`src/rtl/exception_ctrl.sv`:
```
// Exception/mode sequencer: accepts UND/SWI/IRQ/ERET at instruction boundaries, banks LR/SPSR, redirects PC. IRQ path under EXC_IRQ_EN.
// Latency: entry pc_load 3 cycles after the accepting boundary, return pc_load 1 cycle after.
// Backpressure: stall holds the controller for the whole sequence; requests arriving outside IDLE are ignored.
module exception_ctrl #(
  parameter logic [31:0] VEC_BASE = 32'h0000_0000
) (
  input  logic        clk,
  input  logic        rst,
  input  logic        inst_done,
  input  logic        und_ins,
  input  logic        swi_ins,
  input  logic        eret_req,
  input  logic        irq_req,
  input  logic [31:0] pc_in,
  input  logic [3:0]  nzcv_in,
  input  logic [31:0] lr_in,
  input  logic [31:0] spsr_in,
  input  logic        msr_we,
  input  logic [31:0] msr_data,
  output logic [4:0]  M,
  output logic        irq_mask,
  output logic        stall,
  output logic        lr_write,
  output logic [31:0] lr_data,
  output logic        spsr_write,
  output logic [31:0] spsr_data,
  output logic        pc_load,
  output logic [31:0] pc_target,
  output logic        nzcv_load,
  output logic [3:0]  nzcv_out,
  output logic        priv_err
);

  localparam logic [4:0] MODE_USR = 5'b10000;
  localparam logic [4:0] MODE_IRQ = 5'b10010;
  localparam logic [4:0] MODE_SVC = 5'b10011;
  localparam logic [4:0] MODE_UND = 5'b11011;

`ifdef EXC_IRQ_EN
  localparam logic IRQ_PATH = 1'b1;
`else
  localparam logic IRQ_PATH = 1'b0;
`endif

  typedef enum logic [2:0] {S_IDLE, S_ENTER, S_SAVE, S_VECTOR, S_RET} state_t;
  typedef enum logic [1:0] {C_UND, C_SWI, C_IRQ} cause_t;

  state_t      state, state_nxt;
  cause_t      cause, cause_nxt;
  logic [4:0]  mode_q;
  logic        imask_q;
  logic [3:0]  old_nzcv;
  logic        old_i;
  logic [4:0]  old_m;
  logic [31:0] ret_addr;
  logic        accept;
  logic        msr_ok;
  logic        irq_take;
  logic        msr_legal;
  logic [4:0]  tgt_mode;
  logic [31:0] vec_addr;
  logic        unused_bits;

  assign irq_take  = IRQ_PATH & irq_req & ~imask_q;
  assign msr_legal = (msr_data[4:0] == MODE_USR) || (msr_data[4:0] == MODE_IRQ) ||
                     (msr_data[4:0] == MODE_SVC) || (msr_data[4:0] == MODE_UND);
  assign unused_bits = ^{msr_data[31:8], msr_data[6:5], spsr_in[27:8], spsr_in[6:5]};

  always_comb begin
    tgt_mode = MODE_UND;
    vec_addr = VEC_BASE + 32'h04;
    case (cause)
      C_SWI: begin
        tgt_mode = MODE_SVC;
        vec_addr = VEC_BASE + 32'h08;
      end
      C_IRQ: begin
        tgt_mode = MODE_IRQ;
        vec_addr = VEC_BASE + 32'h18;
      end
      default: ;
    endcase
  end

  always_comb begin
    state_nxt  = state;
    cause_nxt  = cause;
    accept     = 1'b0;
    msr_ok     = 1'b0;
    stall      = 1'b0;
    lr_write   = 1'b0;
    lr_data    = 32'h0;
    spsr_write = 1'b0;
    spsr_data  = 32'h0;
    pc_load    = 1'b0;
    pc_target  = 32'h0;
    nzcv_load  = 1'b0;
    nzcv_out   = 4'h0;
    priv_err   = 1'b0;
    case (state)
      S_IDLE: begin
        if (inst_done) begin
          if (und_ins) begin
            state_nxt = S_ENTER;
            cause_nxt = C_UND;
            accept    = 1'b1;
          end else if (swi_ins) begin
            state_nxt = S_ENTER;
            cause_nxt = C_SWI;
            accept    = 1'b1;
          end else if (irq_take) begin
            state_nxt = S_ENTER;
            cause_nxt = C_IRQ;
            accept    = 1'b1;
          end else if (eret_req) begin
            if (mode_q == MODE_USR) priv_err = 1'b1;
            else                    state_nxt = S_RET;
          end
        end
        // MSR only lands when the boundary did not start a sequence.
        if (msr_we && state_nxt == S_IDLE) begin
          if (mode_q == MODE_USR || !msr_legal) priv_err = 1'b1;
          else                                  msr_ok   = 1'b1;
        end
      end
      S_ENTER: begin
        stall     = 1'b1;
        state_nxt = S_SAVE;
      end
      S_SAVE: begin
        stall      = 1'b1;
        lr_write   = 1'b1;
        lr_data    = ret_addr;
        spsr_write = 1'b1;
        spsr_data  = {old_nzcv, 20'h0, old_i, 2'b00, old_m};
        state_nxt  = S_VECTOR;
      end
      S_VECTOR: begin
        stall     = 1'b1;
        pc_load   = 1'b1;
        pc_target = vec_addr;
        state_nxt = S_IDLE;
      end
      S_RET: begin
        stall     = 1'b1;
        pc_load   = 1'b1;
        pc_target = lr_in;
        nzcv_load = 1'b1;
        nzcv_out  = spsr_in[31:28];
        state_nxt = S_IDLE;
      end
      default: state_nxt = S_IDLE;
    endcase
    // A reset cycle aborts the sequence, so nothing may leave the block.
    if (rst) begin
      stall      = 1'b0;
      lr_write   = 1'b0;
      lr_data    = 32'h0;
      spsr_write = 1'b0;
      spsr_data  = 32'h0;
      pc_load    = 1'b0;
      pc_target  = 32'h0;
      nzcv_load  = 1'b0;
      nzcv_out   = 4'h0;
      priv_err   = 1'b0;
    end
  end

  always_ff @(posedge clk) begin
    if (rst) begin
      state    <= S_IDLE;
      cause    <= C_UND;
      mode_q   <= MODE_SVC;
      imask_q  <= 1'b1;
      old_nzcv <= 4'h0;
      old_i    <= 1'b0;
      old_m    <= 5'h0;
      ret_addr <= 32'h0;
    end else begin
      state <= state_nxt;
      if (accept) begin
        cause    <= cause_nxt;
        old_nzcv <= nzcv_in;
        old_i    <= imask_q;
        old_m    <= mode_q;
        ret_addr <= (cause_nxt == C_IRQ) ? pc_in + 32'd4 : pc_in;
      end
      case (state)
        S_ENTER:  mode_q  <= tgt_mode;
        S_VECTOR: imask_q <= 1'b1;
        S_RET: begin
          mode_q  <= spsr_in[4:0];
          imask_q <= spsr_in[7];
        end
        default: begin
          if (msr_ok) begin
            mode_q  <= msr_data[4:0];
            imask_q <= msr_data[7];
          end
        end
      endcase
    end
  end

  assign M        = mode_q;
  assign irq_mask = imask_q;

endmodule

```
`config.mk`:
```
export PLATFORM = sky130hd
export DESIGN_NAME = exception_ctrl
export DESIGN_NICKNAME = d
export VERILOG_FILES = /design/src/rtl/exception_ctrl.sv
export SDC_FILE = /design/constraint.sdc
export NUM_CORES = 1
export LEC_CHECK = 0
export CAP_MARGIN = 0
export CELL_PAD_IN_SITES_DETAIL_PLACEMENT = 0
export CELL_PAD_IN_SITES_GLOBAL_PLACEMENT = 1
export CORE_UTILIZATION = 22
export CTS_CLUSTER_DIAMETER = 100
export DETAILED_ROUTE_END_ITERATION = 7
export GPL_TIMING_DRIVEN = 0
export PLACE_DENSITY_LB_ADDON = 0.1
export SLEW_MARGIN = 10
export SYNTH_ARGS = -nofsm -noshare
export SYNTH_HDL_FRONTEND = slang
export SYNTH_SLANG_ARGS = --single-unit
export TNS_END_PERCENT = 5
```
`constraint.sdc`:
```
create_clock -name clk -period 4.86 [get_ports clk]
set_input_delay 1.215 -clock clk [delete_from_list [all_inputs] [get_ports clk]]
set_output_delay 1.215 -clock clk [all_outputs]
set_load 0.01 [all_outputs]
```
Yosys cells after proc, flatten, opt, wreduce, memory -nomap -nowiden:

Cells that the tools add are included.
W data, S select, Z words.

* bits in registers: 53
* bits in latches: 0
* memory bits (writable): 0
* ROM bits: 0
* output and inout bits: 112
* memories kept: 0

* add/subtract/negate cells: 1
* multipliers: 0
* div/mod/pow operators: 0
* order comparisons: 0
* eq/ne operators: 12
* shift operators: 0
* multiplexer cells: 50
* bitwise operators: 2
* reductions and logical operators: 14

Operators with widths (count)
* $mux W32: 6
* $pmux W32 S2: 1
* $add A32 B3 Y32 const B: 1
* $eq A5 B5 Y1 const B: 5
* $mux W1: 25
* $mux W3: 6
* $pmux W5 S3: 1
* $pmux W5 S2: 1
* $pmux W3 S3: 1
* $mux W2: 4
* $mux W4: 2
* $pmux W4 S2: 1
* $eq A3 B2 Y1 const B: 2
* $logic_not A3 Y1: 2
* $reduce_bool A3 Y1: 2
* $mux W5: 1
* $eq A2 B2 Y1 const B: 2
* $logic_or A1 B1 Y1: 4
* $reduce_and A2 Y1: 2
* $reduce_or A4 Y1: 1
* $eq A3 B1 Y1 const B: 1
* $eq A3 B3 Y1 const B: 1
* $pmux W1 S3: 1
* $eq A2 B1 Y1 const B: 1
* other kinds (4): 5

Logic depth before layout (Yosys ltp):

* word-level depth: 13
* depth in mapped cells: 7

Worst setup path after synthesis:

OpenSTA, ideal clock, no wires.

* kind: input port to output port
* start point: input port rst
* end point: output port pc_target[22]
* arrival time: 2.271 ns
* data required time: 3.645 ns
* slack: 1.374 ns
* stages on the path: 4
* buffers on the path: 2
* cells stage by stage: clkbuf_1 -> nor3_1 -> clkbuf_1 -> and2_1

* longest elaborated chain between the ends: 1

Ends and longest elaborated chain
* from (decl): line 8 `input logic rst,`
* $mux W32: line 155 `if (rst) begin`
* to (decl): line 28 `output logic [31:0] pc_target,`

No other way between the ends.

Worst setup path in the final report:

* start point: input port rst
* end point: output port lr_data[22]

* longest elaborated chain between the ends: 1

Ends and longest elaborated chain
* $mux W32: line 155
* to (decl): line 24 `output logic [31:0] lr_data,`

No other way between the ends.

==> summary.txt <==
DR WL/cell - 12.8 um
stages on the worst setup path - 5
CP Cell Sequence - clkbuf_1, nor4_2, clkbuf_1, and2_1, clkdlybuf4s50_1
CP max-delay cell - nor4_2
CP bufs+invs - 3
core box area - 12600 um2
TNS Setup - 0 ps
worst min-delay path class - register to register
Antenna Nets Post-Route - 0
Synth Instances - 384
area grow syn2layout - 78.3%
WP data arrival - 3290 ps
Peak supply drop - 159 uV
layout cells sized above 1 - 6.25%
most common flop cell mapped by yosys - dfxtp_1
RSZ-0062 raised after global routing - no
Post-Synthesis Cell Area - 2850 um2
vias in the first global route - 3075
Clock Sinks - 53
clk buf depth - 2
#FFs+latches synth - 53
Vias per Instance - 4.05
library cells used by synthesis - 37
skew final - 5.35 ps
die area - 13400 um2
Cells on Worst Hold Path - 2
CTS root buf - clkbuf_16
placed cells - 756
max-slew violation count - 0
final core utilization - 40.2%
Crit path required time - 3640 ps
CP top delay family - buffers and inverters
Post-Syn Area per Cell - 7.41 um2
first-pass GRT wire length - 15100 um
Final WS setup - 358 ps
Worst R2R Path Depth - 6
Num CTS Buffers - 5
die height - 116 um
Post-CTS Setup Bufs - 0
post-cts resize count - 0
# rows - 41
leakage - 1.95 nW
half-perimeter wire length after placement - 7870 um
Critical Path Max Stage Delay - 670 ps
fill count - 1378
Setup WS pre-CTS - 242 ps
CTS H-tree lvls - 2
hold bufs inserted after CTS - 0
Global Route Usage Sum - 14.8%
Worst Tran Pin Value - 814 ps
post-synthesis async set-or-reset flop share - 0%
Warnings, synthesis - 0
Starting Density - 22.6%
crit-path max FO - 11
worst rel slew slack - 45.3%
DRC Markers - 0
worst-skew pair later-pin latency - 290 ps
via count - 3093
gpl congestion - 0.809
CTS tree - yes
Post-synth EDFFs - 0
CTS clock-pin slew for the worst setup and hold paths - 70 ps
Final period util - 92.6%
pin count of the biggest net entering global routing - 17
non-filler cells in the finished layout - 764
status - finished clean
initial antenna violation count - 0
Final Critical Period - 4500 ps
antenna cells - 0
Initial DRC Count - 72
Ports - 252
Buffers on Ports - 179
Critical Path Source Type - primary input
FF-to-FF setup slack - 2960 ps
sequential area share after synthesis - 37.3%
drt pass-1 iters - 4
Most common cell on crit path - clkbuf_1
layout net count - 733
Setup crit end kind - output pin
final hold vios - 0
# setup viols final - 0
final wirelength - 9770 um
fmax - 222 MHz
maxcap violations - 0
die width - 116 um
Crit Path Category - primary input to output pin
gr ovfl total - 0
Pwr per Cell Area - 221 nW/um2
kinds of logic (layout without fill, tap and decap cells):
| kind of cell | Yosys count | in the layout | synth area share (%) |
|---|---|---|---|
| xor+xnor | 2 | 2 | 0.615 |
| fa+ha+maj | 2 | 2 | 0.879 |
| simple gates | 198 | 198 | 35.2 |
| mux | 3 | 3 | 1.05 |
| flops | 53 | 53 | 37.3 |
| buf+inv | 55 | 242 | 10.4 |
| compound gates | 70 | 70 | 14.4 |
| other cells | 1 | 22 | 0.132 |
report_power, final:
part / internal (mW) / switching (mW) / total [mW]
registers: 0.469 / 0.0196 / 0.489
logic: 0.151 / 0.132 / 0.284
clock network: 0.189 / 0.161 / 0.350
total: 0.810 / 0.313 / 1.12
final timing paths:
check | endpoint | from
setup / recovery | lr_data[22] | rst
hold / removal | ret_addr[1] | ret_addr[1]
setup reg to reg | ret_addr[15] | state[1]
hold reg to reg | ret_addr[1] | ret_addr[1]
worst reg2reg max path, delay by kind of cell (launching register included):
| family | cells | cell delay, ps |
|---|---|---|
| compound gates | 1 | 140 |
| buf+inv | 2 | 720 |
| flops | 1 | 340 |
| simple gates | 3 | 630 |
cells in the mapped netlist, types with 4 or more instances:
library cell | count | area (um2)
buf_4 | 23 | 173
o22ai_1 | 5 | 31.3
dfxtp_1 | 53 | 1060
nand2_1 | 88 | 330
a21oi_1 | 46 | 230
nor4_1 | 4 | 25.0
clkbuf_1 | 24 | 90.1
inv_1 | 5 | 18.8
nor2_1 | 13 | 48.8
and2_1 | 78 | 488
sequential cells by signal, summed over array words and instances, names as in the netlist:
register and flops:
M 5, cause 2, irq_mask 1, old_i 1, old_m 5, old_nzcv 4
ret_addr 32, state 3
metrics by stage:
step	cell area, um2	power, mW	hold slack [ps]
floorplan	2930	0.640	432
global placement	4930	0.785	437
detailed placement	4930	0.787	442
CTS	5070	1.14	452
global route	5070	1.19	467
finish	5070	1.12	450
layout make-up:
type | count | area [um2] | share of cell area (%)
Buffer | 50 | 278 | 5.47
Clock buffer | 5 | 125 | 2.47
Clock inverter | 3 | 17.5 | 0.345
Inverter | 5 | 18.8 | 0.370
Multi-Input combinational cell | 297 | 1570 | 30.9
Sequential cell | 53 | 1060 | 20.9
Tap cell | 172 | 215 | 4.24
Timing Repair Buffer | 179 | 1790 | 35.3
routing by layer:
metal	part of all wire (%)	up-vias	global-route usage [%]
li1	-	1610	-
met1	40	1340	16.2
met2	50	137	27.5
met3	9.0	6	4.92
met4	0.91	0	3.59
met5	0	-	0
cells in the final DEF (no fill, tap or decap), drive strengths merged, types with 3 or more instances in the layout:
| cell | count |
|---|---|
| buf | 26 |
| o22ai | 5 |
| inv | 5 |
| conb | 22 |
| nor4 | 5 |
| mux2i | 3 |
| nand2 | 89 |
| a22oi | 3 |
| nand2b | 3 |
| o21ai | 3 |
| clkbuf | 29 |
| dfxtp | 53 |
| nor3 | 4 |
| nor2 | 13 |
| o22a | 3 |
| and2 | 78 |
| a21oi | 46 |
| clkdlybuf4s50 | 179 |
| a211o | 3 |
Note: power is estimated with default switching activity, not from simulation.
